<file path="src/rtl/uart_tx_fifo.sv">
// uart_tx_fifo: UART transmitter fed by a byte FIFO.
// Host bytes are pushed on wr_en/wr_data. Each entry is framed as
// start / 5-8 data bits (LSB first) / optional parity / 1-2 stop bits.
// A frame only starts while cts_n is low.
// Ports:
//   clk, rst        - rising-edge clock, async active-high reset
//   baud_div        - clk cycles per bit (0 behaves as 1)
//   data_bit_num    - 0..3 -> 5..8 data bits
//   stop_bit_num    - 0 -> 1 stop bit, 1 -> 2 stop bits
//   parity_en       - append a parity bit
//   parity_type     - 0 even, 1 odd
//   wr_en, wr_data  - FIFO write port
//   cts_n           - peer clear-to-send (active low)
//   tx              - serial output, idle high
//   tx_busy         - frame in progress
//   tx_done         - one-cycle pulse per finished frame
//   full            - FIFO full
//   fifo_count      - FIFO occupancy
//   overflow        - one-cycle pulse when a write is dropped
module uart_tx_fifo #(
    parameter int FIFO_DEPTH = 16,
    parameter int DIV_W      = 16,
    parameter int CNT_W      = $clog2(FIFO_DEPTH + 1)
) (
    input  logic             clk,
    input  logic             rst,
    input  logic [DIV_W-1:0] baud_div,
    input  logic [1:0]       data_bit_num,
    input  logic             stop_bit_num,
    input  logic             parity_en,
    input  logic             parity_type,
    input  logic             wr_en,
    input  logic [7:0]       wr_data,
    input  logic             cts_n,
    output logic             tx,
    output logic             tx_busy,
    output logic             tx_done,
    output logic             full,
    output logic [CNT_W-1:0] fifo_count,
    output logic             overflow
);
    localparam int AW = $clog2(FIFO_DEPTH);

    typedef enum logic [2:0] {IDLE, START, DATA, PARITY, STOP} state_t;

    // ---------------- FIFO ----------------
    logic [7:0]       mem [FIFO_DEPTH];
    logic [AW-1:0]    wr_ptr, rd_ptr;
    logic [CNT_W-1:0] count;
    logic             push, pop;
    logic [7:0]       head;

    // full is derived from the registered count, so a write in the same
    // cycle as a pop from a full FIFO is still dropped.
    assign full       = (count == CNT_W'(FIFO_DEPTH));
    assign fifo_count = count;
    assign push       = wr_en && !full;
    assign head       = mem[rd_ptr];

    always_ff @(posedge clk) begin
        if (push) mem[wr_ptr] <= wr_data;
    end

    always_ff @(posedge clk or posedge rst) begin
        if (rst) begin
            wr_ptr   <= '0;
            rd_ptr   <= '0;
            count    <= '0;
            overflow <= 1'b0;
        end else begin
            if (push) wr_ptr <= wr_ptr + AW'(1);
            if (pop)  rd_ptr <= rd_ptr + AW'(1);
            case ({push, pop})
                2'b10:   count <= count + CNT_W'(1);
                2'b01:   count <= count - CNT_W'(1);
                default: ;
            endcase
            overflow <= wr_en && full;
        end
    end

    // ---------------- Transmitter ----------------
    state_t           state, state_nxt;
    logic [DIV_W-1:0] baud_cnt, div_q, div_eff;
    logic [7:0]       sh;
    logic [2:0]       bit_idx, last_q;
    logic             par_en_q, par_q, stop2_q, stop_left;
    logic             tx_q, done_q, frame_end, tick;
    logic [7:0]       mask;
    logic             par_calc;

    assign div_eff  = (baud_div == '0) ? DIV_W'(1) : baud_div;
    assign tick     = (baud_cnt == '0);
    // Only the configured data bits contribute to parity.
    assign mask     = 8'hFF >> (2'd3 - data_bit_num);
    assign par_calc = (^(head & mask)) ^ parity_type;

    assign tx      = tx_q;
    assign tx_busy = (state != IDLE);
    assign tx_done = done_q;

    always_ff @(posedge clk or posedge rst) begin
        if (rst) state <= IDLE;
        else     state <= state_nxt;
    end

    always_comb begin
        state_nxt = state;
        pop       = 1'b0;
        frame_end = 1'b0;
        unique case (state)
            IDLE:   if (count != '0 && !cts_n) begin
                        pop       = 1'b1;
                        state_nxt = START;
                    end
            START:  if (tick) state_nxt = DATA;
            DATA:   if (tick && bit_idx == last_q)
                        state_nxt = par_en_q ? PARITY : STOP;
            PARITY: if (tick) state_nxt = STOP;
            STOP:   if (tick && !stop_left) begin
                        state_nxt = IDLE;
                        frame_end = 1'b1;
                    end
            default: state_nxt = IDLE;
        endcase
    end

    always_ff @(posedge clk or posedge rst) begin
        if (rst) begin
            baud_cnt  <= '0;
            div_q     <= DIV_W'(1);
            sh        <= '0;
            bit_idx   <= '0;
            last_q    <= '0;
            par_en_q  <= 1'b0;
            par_q     <= 1'b0;
            stop2_q   <= 1'b0;
            stop_left <= 1'b0;
            tx_q      <= 1'b1;
            done_q    <= 1'b0;
        end else begin
            done_q <= frame_end;
            if (pop) begin
                // Frame configuration is frozen here for the whole frame.
                sh       <= head;
                div_q    <= div_eff;
                baud_cnt <= div_eff - DIV_W'(1);
                last_q   <= 3'd4 + {1'b0, data_bit_num};
                par_en_q <= parity_en;
                par_q    <= par_calc;
                stop2_q  <= stop_bit_num;
                bit_idx  <= '0;
                tx_q     <= 1'b0;
            end else if (state != IDLE) begin
                if (!tick) begin
                    baud_cnt <= baud_cnt - DIV_W'(1);
                end else begin
                    baud_cnt <= div_q - DIV_W'(1);
                    case (state)
                        START: begin
                            tx_q <= sh[0];
                            sh   <= sh >> 1;
                        end
                        DATA: begin
                            if (bit_idx != last_q) begin
                                tx_q    <= sh[0];
                                sh      <= sh >> 1;
                                bit_idx <= bit_idx + 3'd1;
                            end else if (par_en_q) begin
                                tx_q <= par_q;
                            end else begin
                                tx_q      <= 1'b1;
                                stop_left <= stop2_q;
                            end
                        end
                        PARITY: begin
                            tx_q      <= 1'b1;
                            stop_left <= stop2_q;
                        end
                        STOP:    stop_left <= 1'b0;
                        default: ;
                    endcase
                end
            end
        end
    end
endmodule

</file>
<file path="config.mk">
export PLATFORM = sky130hd
export DESIGN_NAME = uart_tx_fifo
export DESIGN_NICKNAME = d
export VERILOG_FILES = /design/src/rtl/uart_tx_fifo.sv
export SDC_FILE = /design/constraint.sdc
export NUM_CORES = 1
export LEC_CHECK = 0
export ABC_AREA = 1
export BUFFER_PORTS_ARGS = -buffer_cell sky130_fd_sc_hd__buf_2
export CAP_MARGIN = 20
export CORE_ASPECT_RATIO = 1.75
export CORE_UTILIZATION = 25
export DETAILED_ROUTE_END_ITERATION = 8
export GPL_TIMING_DRIVEN = 1
export PLACE_DENSITY = 0.51
export SYNTH_ARGS = -nofsm -noshare
export SYNTH_HDL_FRONTEND = slang
export SYNTH_SLANG_ARGS = --single-unit
</file>
<file path="constraint.sdc">
create_clock -name clk -period 6.35 [get_ports clk]
set_clock_uncertainty 0.1 [all_clocks]
set_input_delay 0.3175 -clock clk [delete_from_list [all_inputs] [get_ports clk]]
set_output_delay 0.3175 -clock clk [all_outputs]
set_load 0.02 [all_outputs]
</file>
# == Yosys cells after proc, flatten, opt, wreduce, memory -nomap -nowiden ==
# Memories as Yosys holds them, arrays and structs flattened.
# Index checks and enable logic that the tools add are counted.
# word_totals
register_bits,69
ramBits,128
input_bits,33
elab_cells,112
mem_count,1
# classes
n_addsub,10
n_eq_ne,17
n_shift,1
muxes,37
bitwise_logic,3
reduce_logical,27
# mem_list
name,depth,word_bits,rd,rd_ports_with_merged_regs,write_ports,line_no,rtl
mem,16,8,1,0,1,47,logic [7:0] mem [FIFO_DEPTH];
# ops
operator,n
$mux 16,4
$sub 16x1->16 const B,3
$mux 3,11
$logic_not 16->1,2
$mux 8,4
$pmux 8 s2,1
$pmux 3 s5,1
$ne 2x2->1 const B,7
$mux 1,13
$pmux 5 s2,1
$reduce_bool 2->1,5
$reduce_bool 3->1,3
$add 4x1->4 const B,2
$and 8x8->8,1
$reduce_and 4->1,2
$reduce_xor 8->1,1
$shr 8x2->8 const A,1
$eq 3x2->1 const B,2
$pmux 1 s3,2
$reduce_and 6->1,1
$add 5x1->5 const B,1
$eq 5x5->1 const B,1
$logic_and 1x1->1,5
$reduce_and 5->1,1
other kinds (18),20

# == Logic depth before layout (Yosys ltp) ==
# Gate-level depths: netlist of the first run.
# depth
ltp_word,6
mapped_depth,19
depth_no_buf,17

# == Least setup slack after synthesis of the first run ==
# No wires, ideal clock.
# synth_timing
path_type,register to register
from,register state[0]
to,register count[4] (netlist: fifo_count[4])
setup_ps,80
arrival_ps,2680
t_required_ps,6170
setup_slack_ps,3490
stages_incl_launch_ff,18
n_path_buf,3
period_less_slack_ps,2860
cell_sequence,dfrtp_1 > nor2_2 > inv_2 > nor2_8 > nand3_2 > inv_2 > buf_4 > buf_2 > clkbuf_1 > ha_1 > inv_1 > fa_1 > nor2_1 > a211oi_1 > nand2_1 > nand2_1 > nor2_1 > xor2_1
# synth_between
elab_chain_len,4
# synth_rtl
element,line_no,rtl
start: declaration,83,"state_t state, state_nxt;"
start signal: assignment,104,else state <= state_nxt;
$logic_not 3->1 *,111,unique case (state)
$mux 1 *,111,
$eq 2x1->1 / $eq 2x2->1 (equally long branches),73,"case ({push, pop})"
$pmux 5 s2 / $reduce_bool 2->1 (equally long branches),--,
end signal: assignment,74,2'b10: count <= count + CNT_W'(1);
end signal: assignment,75,2'b01: count <= count - CNT_W'(1);
end: declaration,49,logic [CNT_W-1:0] count;
# Every way passes the cells marked *; elsewhere a longest branch is shown, timed or not.
# A chain may end at the register's enable or synchronous reset.

# == Worst setup path after layout of the first run ==
# Same ends and word-level chain as after synthesis.

==> impl_metrics.ini, run 1 <==
[drt]
drtIter0Drc = 337
firstDrtPassIters = 4
wl_met3_microns = 407
post_drt_wl_per_cell_microns = 15.35
top_layer = met4
drt_wl_total_microns = 24030
post_drt_via_cell_ratio = 4.360
vias = 6823
ant_nets = 0
wl_met2_microns = 14090
drt-met1-wl_microns = 8736
drc = 0

[synthesis]
synth_top_area_share_pct = 40.58
yosysTopAreaCell = edfxtp_1
synth_cell_types = 42
synth_area_per_cell_sq_um = 9.107
synthesis.area_sq_mm = 0.009472
syn_nets = 1085
yosysWarningCount = 0
synth.area.top_cells = edfxtp_1, dfrtp_1, nand2_1
yosysSeqAreaShare_pct = 58.84
netlist_instances = 1040
ys_seq_elements = 197

[clock_network]
cts-root-buf = clkbuf_16
cts_sinks = 197
cts_made_buffers = 17
clock_path_buffers = 2
post-cts-setup-buffers = 0
tritoncts = done
clk_pin_slew_ns = 0.08
clock_latency_ns = 0.45
cts_htree_levels = 4

[placement]
io_buffers = 42
dpl_cell_area_sq_mm = 0.01012
gp_routability_congestion = 0.8318
place_ws_ns = 3.339
post-place-cells = 1530
dpl.hpwl_microns = 16900

[setup_path]
cp.arrival_ns = 3.27
start_kind = flip-flop
crit_type = flip-flop to flip-flop
rr_startpoint = state[0]
worst_setup_path_end_kind = flip-flop
worstSetupStartpoint = state[0]
worstPathRequired_ns = 6.62
crit_fanout = 43

[timing]
timing.setup.tns_ns = 0
hold_ws_ns = 0.02945
hold_viol = 0
fin_ws_ns = 3.352
drv_slew = 0
setup_violations = 0
finalCritPeriodShare_pct = 47.21
slew_headroom_pct = 25.59
max_freq_ghz = 0.3336
rsz0062_at_grt = false
tightest_slew_ns = 1.112
fin_crit_ns = 2.998

[final_layout]
syn2layout_area_growth_pct = 13.25
layout-drive-gt1-share_pct = 11.06
stdcell_count = 1565
n_antenna_cell = 0
final_cell_area_sq_mm = 0.01073
ff_latch_area_sq_mm = 0.005574
mostFrequentLayoutCell = nand2_1
fin_nets = 1117
multiInputGateArea_sq_mm = 0.003213
nFillCells = 3909
layout_common_cells = nand2_1, edfxtp_1, inv_1

[run]
max_cap_viol_count = 0

[pwr]
switchingPower_uw = 789.5
peakVddDrop_v = 0.0001660
combPwrFrac_pct = 10.7
sw_frac_of_total_pct = 27.15
cellInternalPower_uw = 2118
leakagePower_uw = 0.004569
power.density_mw_per_mm2 = 271.1
power_frac_seq_pct = 52.5
clock_power_share_pct = 36.8

[floorplan]
start_util_pct = 25.25
pin_count = 43
rows = 94
dieArea_sq_mm = 0.03870
fp.dieH_microns = 259.5
die_w_microns = 149.1
core_area_sq_mm = 0.03752

[global_routing]
grt_pass1_wl_microns = 37600
track_usage_pct = 13.07
antenna_found_initial = 0
grt_overflow_total = 0
grt_max_degree = 73
grt_pass1_vias = 6824

[status]
outcome = finished, final reports clean

[hold_path]
hold_path.class = input pin to asynchronous set/reset pin
[critical path, stage by stage, from the launching register on]
cell and delay (ns):
dfrtp_1 0.42, nor2_2 0.16, inv_2 0.09, nor2_8 0.12
nand3_2 0.09, inv_2 0.53, ha_1 0.37, inv_1 0.11
fa_1 0.40, nor2_1 0.11, a211oi_1 0.06, nand2_1 0.06
nand2_1 0.04, nor2_1 0.11, xor2_1 0.14
[per-stage QoR]
| stage | total power (uW) | utilization [%] |
|---|---|---|
| finish | 2908 | 28.59 |
| global route | 3023 | 28.59 |
| CTS | 2943 | 28.59 |
| detailed placement | 1871 | 26.99 |
| global placement | 1866 | 26.99 |
| floorplan | 1742 | - |
[state kept, by name, summed over array words and instances (netlist names)]
| name | count |
|---|---|
| mem | 128 |
| baud_cnt | 16 |
| div_q | 16 |
| sh | 8 |
| fifo_count | 5 |
| rd_ptr | 4 |
| wr_ptr | 4 |
| bit_idx | 3 |
| last_q | 3 |
| state | 3 |
| overflow | 1 |
| par_en_q | 1 |
| par_q | 1 |
| stop2_q | 1 |
| stop_left | 1 |
| tx | 1 |
| tx_done | 1 |
[logic make-up (layout without fill, tap and decap cells)]
| family | Yosys count | count (layout) | synth area share [%] |
|---|---|---|---|
| buffers and inverters | 165 | 210 | 7.239 |
| AO/OA/AOI/OAI | 97 | 97 | 5.865 |
| adder cells (fa/ha/maj) | 12 | 12 | 1.664 |
| flip-flops | 197 | 197 | 58.84 |
| AND/OR/NAND/NOR | 554 | 554 | 25.01 |
| XOR/XNOR | 15 | 15 | 1.387 |
[area by class of cell]
type | instances | area share, %
Clock inverter | 14 | 1.330
Sequential cell | 197 | 51.97
Clock buffer | 18 | 4.001
Tap cell | 480 | 5.599
Multi-Input combinational cell | 678 | 29.95
Inverter | 126 | 4.421
Timing Repair Buffer | 52 | 2.730
[final timing paths]
kind                            endpoint  slack (ns)  cells past startpoint
hold / removal               baud_cnt[1]        0.03                      3
setup / recovery           fifo_count[4]        3.35                     14
max in group asynchronous      rd_ptr[0]        5.46                      3
setup reg to reg           fifo_count[4]        3.35                     14
min in group clk                div_q[8]        0.03                      3
hold reg to reg             baud_cnt[15]        0.38                      2
[power by group through the flow]
stage	Clock, uW	Sequential [uW]	Combinational [uW]
6_report	1070	1530	310
4_1_cts	1100	1530	321
3_3_place_gp	0	1550	314
2_1_floorplan	0	1560	179
3_5_place_dp	0	1550	317
5_1_grt	1140	1540	349
[synth_stat cells (all sizes together)]
master and count:
nand3b 4, clkinv 3, a31oi 14, edfxtp 128, nand3 108, a211oi 1, dfstp 2, nor2 105
or2 3, o21bai 2, nor3 2, fa 1, dfrtp 67, nor4 3, o211ai 7, nand2 324
o21a 1, nand4 5, xnor2 6, ha 11, inv 123, clkbuf 9, o21ai 58, o32ai 1
buf 30, o31ai 1, a21oi 12, xor2 9
[timing repair]
item	in CTS	in global routing
resized for setup	0	0
endpoints found under the setup margin	0	0
endpoints found under the hold margin	3	0
hold buffers	3	0
[layer usage]
metal	global-route usage, %	vias up
met3	2.056	36
met2	26.38	90
li1	-	3434
met5	0	-
met4	6.293	0
met1	12.39	3263
Note: power is estimated with default switching activity, not from simulation.
==> inputs of run 2 (changes only) <==
- clock period: 6.35 -> 2.95 ns (I/O delays scaled with it)
==> run 2 against run 1 <==
First-iteration DRC count grew 8.0%. Largest power group unchanged. Non-clock buffer count grew 54. Power rose by 120%. Wire length up 0.18%.
==> impl_metrics.ini, run 2 (same netlist as run 1, synthesis figures left out) <==
[drt]
ant_nets = 0
post_drt_via_cell_ratio = 4.343
drtIter0Drc = 364
vias = 7032
drt_wl_total_microns = 24070
drc = 0
post_drt_wl_per_cell_microns = 14.87
firstDrtPassIters = 5

[global_routing]
track_usage_pct = 13.11
grt_overflow_total = 0
antenna_found_initial = 0
grt_max_degree = 57
use_met2_pct = 26.67
grtUsageMet3_pct = 2.091
grt_pass1_wl_microns = 37520
grt_busiest_layer = met2
grt_pass1_vias = 7002
grtUsageMet1_pct = 12.04

[clock_network]
cts_made_buffers = 17
post-cts-setup-buffers = 0
clock_latency_ns = 0.45
tritoncts = done
clk_pin_slew_ns = 0.08
cts-root-buf = clkbuf_16
cts_htree_levels = 4
clock_path_buffers = 2
cts_sinks = 197

[setup_path]
timing.rr.end = baud_cnt[8]
crit_type = flip-flop to flip-flop
path_delay_family = simple AND/OR/NAND/NOR gates
max_stage_delay_ns = 0.45
slowest_stage = dfrtp_1
r2r_slack_ns = 0.34
crit_fanout = 13
worst_setup_path_end_kind = flip-flop
r2r.worst_path.cells = 13
worstPathRequired_ns = 3.22
cp_cell_sequence = nor2_1 -> nand4_1 -> nand3_2 -> inv_2 -> nand2_1 -> nand2_1 -> inv_2 -> ha_1 -> nand3_1 -> nor2_2 -> nand3_1 -> xor2_1 -> o21ai_1
start_kind = flip-flop
cp_num_buf_inv = 2
rr_startpoint = fifo_count[0]
cp.arrival_ns = 2.88

[final_layout]
layout_common_cells = nand2_1, edfxtp_1, inv_1
fin_nets = 1171
n_antenna_cell = 0
largest_reg_flops = 128
syn2layout_area_growth_pct = 18.80
top_register = mem
layout-drive-gt1-share_pct = 12.99
top_regs = mem: 128 flops, baud_cnt: 16 flops, div_q: 16 flops
mostFrequentLayoutCell = nand2_1

[placement]
gp_routability_congestion = 0.8434
io_buffers = 42
dpl.hpwl_microns = 17320

[floorplan]
die_w_microns = 149.1
fp.dieH_microns = 259.5
core_area_sq_mm = 0.03752
rows = 94
start_util_pct = 25.25
pin_count = 43
dieArea_sq_mm = 0.03870

[hold_path]
hold_path.class = input pin to flip-flop
hold_start = cts_n
hold_depth = 5
holdPathEnd = div_q[3]

[run]
max_cap_viol_count = 0

[pwr]
power.density_mw_per_mm2 = 562.1
peakVddDrop_v = 0.0002948
leakagePower_uw = 0.004839

[timing]
rsz0062_at_grt = false
hold_viol = 0
drv_slew = 0
tightest_slew_ns = 0.7234
slew_headroom_pct = 51.72
fin_crit_ns = 2.609
setup_violations = 0
max_freq_ghz = 0.3832
timing.setup.tns_ns = 0
hold_ws_ns = 0.1667
finalCritPeriodShare_pct = 88.46

[status]
outcome = finished, final reports clean
[run 2: cell types whose count changed in the layout (fill, tap and decap cells not counted), moves of 2 or more]
cell,before,now
buf_12,0,3
buf_4,7,31
inv_8,2,4
dlygate4sd3_1,3,30
clkinv_8,0,3
[run 2: area by class of cell]
type	instances	area, sq um
Multi-Input combinational cell	678	3213
Clock buffer	17	425.4
Inverter	126	474.2
Tap cell	480	600.6
Timing Repair Buffer	106	803.3
Fill cell	3891	26270
Clock inverter	15	161.4
Sequential cell	197	5574
[run 2: power breakdown]
part           internal (uW)  switching (uW)
Combinational            242             497
Clock                   1130            1170
Sequential              3180             102
Total                   4560            1760
[run 2: what timing repair did]
action | 4_1_cts | 5_1_grt
hold buffers | 30 | 0
endpoints found under the hold margin | 156 | 0
gates resized for setup | 0 | 0
[run 2: routing by layer]
layer,wire (microns),vias up
met1,8499,3355
met5,0,-
met2,14220,91
met3,488,40
li1,-,3546
met4,865,0
[run 2: worst max-delay path by stage]
stage | startpoint | end | slack [ns] | depth (start not counted)
global placement | fifo_count[0] | baud_cnt[8] | 0.34 | 13
detailed placement | fifo_count[0] | baud_cnt[8] | 0.33 | 13
CTS | fifo_count[0] | baud_cnt[8] | 0.32 | 13
global route | fifo_count[0] | fifo_count[4] | 0.1 | 12
floorplan | state[0] | fifo_count[4] | 0.09 | 17
finish | fifo_count[0] | baud_cnt[8] | 0.34 | 13
[run 2: worst min-delay path: cells and delay by family]
kind / cells / cell delay, ns
buf+inv: 3 / 0.26
compound gates: 1 / 0.15
simple gates: 1 / 0.12
[run 2: per-stage QoR]
step | instance area, sq um | utilization (%) | power [uW] | instances | worst slack, ns
2_1_floorplan | 9472 | - | 3749 | 1040 | 0.08984
3_3_place_gp | 10360 | 27.63 | 4054 | 1557 | 0.3447
3_5_place_dp | 10360 | 27.63 | 4069 | 1557 | 0.3254
4_1_cts | 11250 | 29.99 | 6407 | 1619 | 0.3155
5_1_grt | 11250 | 29.99 | 6596 | 1619 | 0.09762
6_report | 11250 | 29.99 | 6325 | 1619 | 0.3405
